[src/rtl/accel_pkg.sv]
// Shared definitions for the matrix accelerator Wishbone driver:
// sequencer states, header word layout and fixed command words.
package accel_pkg;

    typedef enum logic [2:0] {
        ST_IDLE = 3'd0,
        ST_HDR  = 3'd1,
        ST_OPND = 3'd2,
        ST_GO   = 3'd3,
        ST_POLL = 3'd4,
        ST_RES  = 3'd5,
        ST_FIN  = 3'd6,
        ST_ERR  = 3'd7
    } state_t;

    // Header word indices inside the accelerator register window.
    localparam int unsigned HDR_OP         = 0;
    localparam int unsigned HDR_DIMS_FIRST = 1;
    localparam int unsigned HDR_DIMS_LAST  = 4;
    localparam int unsigned HDR_GO         = 5;

    localparam logic [31:0] GO_WORD = 32'hFFFF_FFFF;
    localparam logic [31:0] MATMUL  = 32'd1;

    // Byte address of a word index; wraps modulo 2^32.
    function automatic logic [31:0] word_addr(input logic [31:0] base, input logic [31:0] idx);
        return base + (idx << 2);
    endfunction

endpackage

[src/rtl/wb_master_port.sv]
// Single-access Wishbone initiator: launches one request, holds it until
// ack or timeout, and always leaves at least one idle cycle between strobes.
module wb_master_port #(
    parameter int unsigned TIMEOUT = 4096
) (
    input  logic        clk,
    input  logic        rst_n,
    input  logic        req,
    input  logic        req_we,
    input  logic [31:0] req_adr,
    input  logic [31:0] req_wdat,
    output logic        ack,
    output logic [31:0] rdat,
    output logic        timeout,
    output logic        cyc,
    output logic        stb,
    output logic        bus_we,
    output logic [31:0] bus_adr,
    output logic [31:0] bus_wdat,
    input  logic [31:0] bus_rdat,
    input  logic        bus_ack
);

    localparam logic [31:0] LAST_WAIT = 32'(TIMEOUT - 1);

    logic        stb_q;
    logic [31:0] wait_cnt;

    // Ack is only honoured while strobing, so a stray ack in the gap is ignored.
    assign ack     = stb_q & bus_ack;
    assign rdat    = bus_rdat;
    assign timeout = stb_q & ~bus_ack & (wait_cnt == LAST_WAIT);
    assign cyc     = stb_q;
    assign stb     = stb_q;

    // A request is only taken while stb is low, which makes the cycle after
    // every completion a forced gap.
    always_ff @(posedge clk or negedge rst_n) begin
        if (!rst_n) begin
            stb_q    <= 1'b0;
            wait_cnt <= '0;
            bus_we   <= 1'b0;
            bus_adr  <= '0;
            bus_wdat <= '0;
        end else if (stb_q) begin
            if (ack || timeout) begin
                stb_q <= 1'b0;
            end else begin
                wait_cnt <= wait_cnt + 32'd1;
            end
        end else if (req) begin
            stb_q    <= 1'b1;
            wait_cnt <= '0;
            bus_we   <= req_we;
            bus_adr  <= req_adr;
            bus_wdat <= req_wdat;
        end
    end

endmodule

[src/rtl/wb_accel_driver.sv]
// Runs one accelerator job: header, operands, go, poll, then result readout,
// sequencing single Wishbone accesses through wb_master_port.
module wb_accel_driver
    import accel_pkg::*;
#(
    parameter logic [31:0] BASE_ADDR = 32'h3010_0000,
    parameter int unsigned OPND_IDX  = 6,
    parameter int unsigned RES_IDX   = 64,
    parameter int unsigned TIMEOUT   = 4096
) (
    input  logic        wb_clk_i,
    input  logic        wb_rst_n_i,
    input  logic        cmd_valid,
    output logic        cmd_ready,
    input  logic [31:0] cmd_op,
    input  logic [31:0] cmd_dims,
    input  logic [15:0] cmd_n_in,
    input  logic [15:0] cmd_n_out,
    input  logic [31:0] in_data,
    input  logic        in_valid,
    output logic        in_ready,
    output logic [31:0] out_data,
    output logic        out_valid,
    input  logic        out_ready,
    output logic        wbm_cyc_o,
    output logic        wbm_stb_o,
    output logic        wbm_we_o,
    output logic [31:0] wbm_adr_o,
    output logic [31:0] wbm_dat_o,
    input  logic [31:0] wbm_dat_i,
    input  logic        wbm_ack_i,
    output logic        busy,
    output logic        done,
    output logic        err
);

    state_t      state;
    logic [31:0] op_q;
    logic [31:0] dims_q;
    logic [15:0] n_in_q;
    logic [15:0] n_out_q;
    logic [15:0] cnt;

    logic        req;
    logic        req_we;
    logic [31:0] req_idx;
    logic [31:0] req_wdat;
    logic        ack;
    logic        timeout;
    logic [31:0] rdat;

    assign cmd_ready = (state == ST_IDLE);
    assign busy      = (state != ST_IDLE);
    assign in_ready  = (state == ST_OPND) & ack;
    assign done      = (state == ST_FIN) & (~out_valid | out_ready);

    // Request for the access belonging to the current state and word count.
    always_comb begin
        req      = 1'b0;
        req_we   = 1'b1;
        req_idx  = '0;
        req_wdat = '0;
        case (state)
            ST_HDR: begin
                req     = 1'b1;
                req_idx = {16'b0, cnt};
                case (cnt[2:0])
                    3'd0:    req_wdat = op_q;
                    3'd1:    req_wdat = {24'b0, dims_q[7:0]};
                    3'd2:    req_wdat = {24'b0, dims_q[15:8]};
                    3'd3:    req_wdat = {24'b0, dims_q[23:16]};
                    default: req_wdat = {24'b0, dims_q[31:24]};
                endcase
            end
            ST_OPND: begin
                req      = in_valid;
                req_idx  = 32'(OPND_IDX) + {16'b0, cnt};
                req_wdat = in_data;
            end
            ST_GO: begin
                req      = 1'b1;
                req_idx  = 32'(HDR_GO);
                req_wdat = GO_WORD;
            end
            ST_POLL: begin
                req     = 1'b1;
                req_we  = 1'b0;
                req_idx = 32'(HDR_GO);
            end
            ST_RES: begin
                req     = ~out_valid;
                req_we  = 1'b0;
                req_idx = 32'(RES_IDX) + {16'b0, cnt};
            end
            default: ;
        endcase
    end

    wb_master_port #(
        .TIMEOUT (TIMEOUT)
    ) u_port (
        .clk      (wb_clk_i),
        .rst_n    (wb_rst_n_i),
        .req      (req),
        .req_we   (req_we),
        .req_adr  (word_addr(BASE_ADDR, req_idx)),
        .req_wdat (req_wdat),
        .ack      (ack),
        .rdat     (rdat),
        .timeout  (timeout),
        .cyc      (wbm_cyc_o),
        .stb      (wbm_stb_o),
        .bus_we   (wbm_we_o),
        .bus_adr  (wbm_adr_o),
        .bus_wdat (wbm_dat_o),
        .bus_rdat (wbm_dat_i),
        .bus_ack  (wbm_ack_i)
    );

    // Job sequencer: advances on each completed access, aborts on timeout.
    always_ff @(posedge wb_clk_i or negedge wb_rst_n_i) begin
        if (!wb_rst_n_i) begin
            state     <= ST_IDLE;
            op_q      <= '0;
            dims_q    <= '0;
            n_in_q    <= '0;
            n_out_q   <= '0;
            cnt       <= '0;
            err       <= 1'b0;
            out_valid <= 1'b0;
            out_data  <= '0;
        end else begin
            if (out_valid && out_ready) begin
                out_valid <= 1'b0;
            end
            if (timeout) begin
                state <= ST_ERR;
                err   <= 1'b1;
            end else begin
                case (state)
                    ST_IDLE: if (cmd_valid) begin
                        op_q    <= cmd_op;
                        dims_q  <= cmd_dims;
                        n_in_q  <= cmd_n_in;
                        n_out_q <= cmd_n_out;
                        cnt     <= '0;
                        err     <= 1'b0;
                        state   <= ST_HDR;
                    end
                    ST_HDR: if (ack) begin
                        if (cnt == 16'(HDR_DIMS_LAST)) begin
                            cnt   <= '0;
                            state <= (n_in_q == 16'd0) ? ST_GO : ST_OPND;
                        end else begin
                            cnt <= cnt + 16'd1;
                        end
                    end
                    ST_OPND: if (ack) begin
                        if (cnt == n_in_q - 16'd1) begin
                            cnt   <= '0;
                            state <= ST_GO;
                        end else begin
                            cnt <= cnt + 16'd1;
                        end
                    end
                    ST_GO: if (ack) begin
                        state <= ST_POLL;
                    end
                    ST_POLL: if (ack && rdat == 32'd0) begin
                        cnt   <= '0;
                        state <= (n_out_q == 16'd0) ? ST_FIN : ST_RES;
                    end
                    ST_RES: if (ack) begin
                        out_data  <= rdat;
                        out_valid <= 1'b1;
                        if (cnt == n_out_q - 16'd1) begin
                            state <= ST_FIN;
                        end else begin
                            cnt <= cnt + 16'd1;
                        end
                    end
                    ST_FIN: if (!out_valid || out_ready) begin
                        state <= ST_IDLE;
                    end
                    default: state <= ST_IDLE;
                endcase
            end
        end
    end

endmodule

[config.mk]
export PLATFORM = sky130hd
export DESIGN_NAME = wb_accel_driver
export DESIGN_NICKNAME = d
export VERILOG_FILES = /design/src/rtl/accel_pkg.sv /design/src/rtl/wb_master_port.sv /design/src/rtl/wb_accel_driver.sv
export SDC_FILE = /design/constraint.sdc
export NUM_CORES = 1
export LEC_CHECK = 0
export CAP_MARGIN = 5
export CORE_ASPECT_RATIO = 1.75
export CORE_MARGIN = 3
export CORE_UTILIZATION = 51
export DETAILED_ROUTE_END_ITERATION = 8
export PLACE_DENSITY = 0.86
export SLEW_MARGIN = 10
export SYNTH_ARGS = -nofsm -noshare
export SYNTH_HDL_FRONTEND = slang
export SYNTH_SLANG_ARGS = --single-unit
[constraint.sdc]
create_clock -name wb_clk_i -period 4.1 [get_ports wb_clk_i]
set_input_delay 0.82 -clock wb_clk_i [delete_from_list [all_inputs] [get_ports wb_clk_i]]
set_output_delay 0.82 -clock wb_clk_i [all_outputs]
set_load 0.01 [all_outputs]
Word-level counts from Yosys, hierarchy flattened. Cells that the tools add are included.

Flip-flop bits (word level): 247. Input port bits: 166. Output and inout port bits: 105.

Add/subtract/negate cells: 7. Equality and inequality tests: 30. Multiplexer cells: 41. Bitwise operators: 10. Reduce and logical (&&, ||, !) cells: 25.

Operator list (number): $mux 16 (8); $pmux 32 s4 (1); $mux 32 (3); $pmux 32 s3 (1); $pmux 16 s5 (1); $pmux 17 s4 (1); $mux 3 (11); $add 30x32->32 const A (1); $add 32x1->32 const B (1); $eq 16x16->1 (2); $eq 32x12->1 const B (1); $logic_not 16->1 (2); $logic_not 32->1 (1); $sub 16x1->16 const B (2); $ne 3x2->1 const B (8); $pmux 3 s7 (1); $add 3x16->17 const A (1); $add 7x16->17 const A (1); $add 16x1->16 const B (1); $eq 16x3->1 const B (1); $ne 2x2->1 const B (7); $eq 3x2->1 const B (4); $mux 1 (12); $reduce_and 10->1 (1); other kinds (20) (40).

Depth between registers and ports, before layout.
Depth after elaboration: 6. Gate-level depth with buffers: 15. Depth with buffers taken out: 11.

By module. A second synthesis with hierarchy kept.

Cell total of the unflattened synthesis: 1410. Area total of the unflattened synthesis: 13292.7 sq um.

By module, submodules not included: wb_accel_driver (instances 1, cells each 902, area each 8812.2 sq um); wb_master_port (instances 1, cells each 508, area each 4480.5 sq um).

Least setup slack after synthesis. No wires, ideal clock.

Path kind: reg-to-reg. Start: register n_out_q[0]. End: register cnt[0]. Library setup time: 0.125 ns. Arrival time: 3.116 ns. Required time: 3.975 ns. Path slack: 0.860 ns. Cell stages (with the launch flop): 15. Path buffers: 3. Cell sequence: dfrtp_1 > clkbuf_1 > inv_1 > ha_1 > clkbuf_1 > nor3b_1 > and4_1 > or3_1 > o21ai_0 > a22oi_1 > nor4_1 > a211oi_1 > clkbuf_1 > inv_1 > mux2_2.

Longest elaborated chain between the ends: 4.

Ends and longest elaborated chain: start, declared (line wb_accel_driver.sv:41) `logic [15:0] n_out_q;`; start signal, assigned (line wb_accel_driver.sv:145) `n_out_q <= cmd_n_out;`; $sub 16x1->16 (line wb_accel_driver.sv:176) `if (cnt == n_out_q - 16'd1) begin`; $eq 16x16->1 (line wb_accel_driver.sv:176); $ne 2x2->1 (no line); $reduce_and 8->1 (no line); end signal, assigned (line wb_accel_driver.sv:155) `cnt <= cnt + 16'd1;`; end signal, assigned (line wb_accel_driver.sv:163) `cnt <= cnt + 16'd1;`; end signal, assigned (line wb_accel_driver.sv:179) `cnt <= cnt + 16'd1;`; end, declared (line wb_accel_driver.sv:42) `logic [15:0] cnt;`.

Every way passes these cells. A chain may end at the register's enable or synchronous reset.

Final worst setup path.
Start: register state[1]. End: output done.

Longest elaborated chain between the ends: 2.

Ends and longest elaborated chain: start, declared (line wb_accel_driver.sv:37) `state_t state;`; start signal, assigned (line wb_accel_driver.sv:153) `state <= (n_in_q == 16'd0) ? ST_GO : ST_OPND;`; start signal, assigned (line wb_accel_driver.sv:171) `state <= (n_out_q == 16'd0) ? ST_FIN : ST_RES;`; $eq 3x3->1 (line wb_accel_driver.sv:55) `assign done = (state == ST_FIN) & (~out_valid | out_ready);`; $and 1x1->1 (line wb_accel_driver.sv:55); end, declared (line wb_accel_driver.sv:33) `output logic done,`.

Every way passes these cells.

==> impl_metrics.csv <==
group,metric,value,unit
run_status,status,"finished, final reports clean",
synthesis,yosys-top-cells-area,"dfrtp_1 48%, mux2_2 11%, nor2_1 4.8%",
synthesis,ys_warn_count,0,
setup_path,crit_fanout,14,
placed_design,port_buffers,258,
cts,clkLatencyLatePin,0.53,ns
pwr,leakagePower,0.006694,µW
setup_path,startpoint_type,"flip-flop",
placed_design,hpwlAfterDp,25750,µm
grt,grt_pass1_wl,56640,µm
sta,skew,0.01960,ns
grt,first_global_vias,10940,
cells_and_area,finalNetCount,1642,
synthesis,yosys-top-cells-count,"233 x dfrtp_1, 154 x nor2_1, 123 x mux2_2, 116 x nand2_1, 88 x o21ai_0",
synthesis,synth-seq-area-share,48.25,%
sta,slew_viol_final,0,
setup_path,cp.arrival,2.68,ns
route,wl_met1,12480,µm
synthesis,async_flop_share,100.0,%
cells_and_area,syn_to_final_growth,29.54,%
cells_and_area,fillers,1768,
grt,grt_max_degree,104,
synthesis,netlist.area_leader.share,48.25,%
cts,cts.sinks,233,
route,wl_met3,2649,µm
route,ant_nets,0,
synthesis,synth_top_family_by_area,"simple AND/OR/NAND/NOR gates",
synthesis,yosysTopAreaCell,"dfrtp_1",
floorplan,num_rows,73,
cts,tritoncts,"built",
sta,rsz0062_at_grt,"no",
sta,final_hold_viol_count,0,
synthesis,synthAdderAreaFrac,1.346,%
floorplan,io_pins,271,
worst_hold_path,hp-class,"input port to asynchronous set/reset pin",
sta,maxSlewHeadroom,23.79,%
setup_path,crit_type,"flip-flop to output port",
setup_path,critical_path_required,3.28,ns
synthesis,synth-edff-count,0,
pwr,peakVddDrop,368.0,µV
floorplan,die_h,209.6,µm
cts,cts_resized,0,
pwr,power_density,515.9,nW/µm²
grt,gr-total-overflow,0,
setup_path,cpMaxStageDelayCell,"dfrtp_1",
route,wire_per_inst,20.00,µm
route,num_vias,10570,
placed_design,gp_congestion,0.9574,
setup_path,slowest_delay,0.61,ns
sta,finalCriticalPeriod,3.500,ns
route,drcViolationCount,0,
synthesis,ys_ff_latch,233,
setup_path,path_cells,"inv_1 -> nor2_1 -> buf_4 -> and3_1 -> clkdlybuf4s50_1",
floorplan,die_area,25650,µm²
sta,max_freq,285.7,MHz
sta,tightest_slew,1.143,ns
synthesis,synthXorXnorAreaFrac,5.353,%
synthesis,synth_mux_area_share,11.46,%
cts,cts_buffer_depth,3,
route,top_layer,"met4",
route,firstDrtPassIters,7,
synthesis,synth_most_common_cell,"dfrtp_1",
cts,clk_pin_slew,0.06,ns
floorplan,die_width,122.4,µm
synthesis,yosys.area_share.simple,16.72,%
sta,setup_viol,0,
floorplan,initial_utilization,52.51,%
grt,grt_antenna_before_repair,1,
synthesis,synthDistinctLibCells,62,
sta,fin_tns_setup,0,ns
synthesis,synth_flop_cell,"dfrtp_1",
job,cap_violations,0,
route,met2WireLength,18690,µm
grt,track_usage,27.72,%
floorplan,core_area,23020,µm²
cts,hold_buffers,0,
cells_and_area,drive_gt1_share,13.53,%
cts,cts_inserted_buffers,23,
route,drt_wl_total,35580,µm
route,via_per_inst,5.939,
sta,period_share,85.36,%
synthesis,synth_cells,1238,
cts,cts-root-buf,"clkbuf_16",
synthesis,synth_compound_area_share,12.43,%
synthesis,synth_area,12090,µm²
route,drt_iter0_drc,820,
cts,h-tree-depth,1,
synthesis,syn_avg_cell_area,9.762,µm²
setup_path,critPathCaptureType,"output port",
cells_and_area,fin_util,68.01,%
sta,whs,0.2960,ns
cts,cts_setup_buffers,0,
[per-layer routing]
layer / vias up / track usage [%]
met2: 468 / 49.15
met1: 5198 / 31.28
met3: 108 / 6.201
li1: 4791 / -
met4: 0 / 12.61
met5: - / 0
[layout by cell type (no fill, tap or decap), types with 4 or more instances in the layout]
master	netlist	final
clkdlybuf4s50_1	0	257
dfrtp_1	233	232
nor2_1	154	152
mux2_2	123	123
nand2_1	116	116
o21ai_0	88	88
a21oi_1	67	67
xnor2_1	45	45
nor4_1	34	34
xor2_1	27	27
inv_1	25	25
nand3_1	25	25
buf_4	16	24
clkbuf_16	0	23
nor3_1	23	22
nand4_1	14	14
ha_1	13	13
conb_1	1	12
a31oi_1	11	11
a22o_1	11	11
a221o_1	9	9
or3_1	9	8
nor2b_1	8	8
a222oi_1	8	8
o22ai_1	8	8
and3_1	7	7
nor3b_1	7	7
nand2b_1	6	6
or4_1	6	6
a211oi_1	6	6
and2_1	6	6
o211ai_1	5	5
clkinv_2	0	5
a22oi_1	4	4
a41o_1	4	4
clkbuf_1	70	4
[final cells by class]
cell class	instances	area, µm²	area share, %
repair buffers	284	2808	17.93
diodes	1	2.502	0.01598
inverters	25	93.84	0.5994
flip-flops and latches	233	5832	37.25
clock buffers	29	618.1	3.948
clock inverters	11	140.1	0.8951
well taps	300	375.4	2.398
multi-input cells	896	5786	36.96
[per-stage QoR]
stage                     cells  setup slack [ns]  total power, µW  cell area, µm²
after floorplan            1249            0.8597             4867           12130
after global placement     1738            0.6274             5800           14890
after detailed placement   1738            0.6073             5910           14890
after CTS                  1778            0.6074             8099           15650
after global routing       1779            0.3521             8499           15660
final                      1779            0.6001             8076           15660
[report_power, final]
part	switching, µW	internal, µW
registers	554	2900
clock network	910	1260
logic	1160	1300
[worst max-delay path: cells and delay by family (launching register included)]
family | cells | cell delay [ns]
DFF | 1 | 0.61
buffers and inverters | 3 | 1.13
and+or+nand+nor | 2 | 0.40
[final timing paths]
path                                          start             endpoint  slack, ns  cells past startpoint
worst max register to register            n_in_q[0]              cnt[13]       0.63                     12
min in group wb_clk_i           u_port.bus_wdat[27]  u_port.bus_wdat[27]       0.48                      2
worst min register to register  u_port.bus_wdat[27]  u_port.bus_wdat[27]       0.48                      2
max in group asynchronous                wb_rst_n_i            n_in_q[3]       2.85                      2
worst max-delay path                       state[1]                 done       0.60                      5
worst min-delay path                     wb_rst_n_i              op_q[6]       0.30                      1
[sequential cells by signal, indices dropped and copies added, names as in the netlist]
| register | flops |
|---|---|
| cnt | 16 |
| dims_q | 32 |
| err | 1 |
| n_in_q | 16 |
| n_out_q | 16 |
| op_q | 32 |
| out_data | 32 |
| out_valid | 1 |
| state | 3 |
| u_port.bus_adr | 18 |
| u_port.bus_wdat | 32 |
| u_port.bus_we | 1 |
| u_port.cyc | 1 |
| u_port.wait_cnt | 32 |
[kinds of logic (layout without fill, tap and decap cells)]
logic type	Yosys count	count (layout)
other cells	1	13
flops	233	233
fa+ha+maj	13	13
compound gates	244	244
simple gates	431	431
mux	123	123
xor+xnor	73	73
buf+inv	120	349
Note: power is estimated with default switching activity, not from simulation.
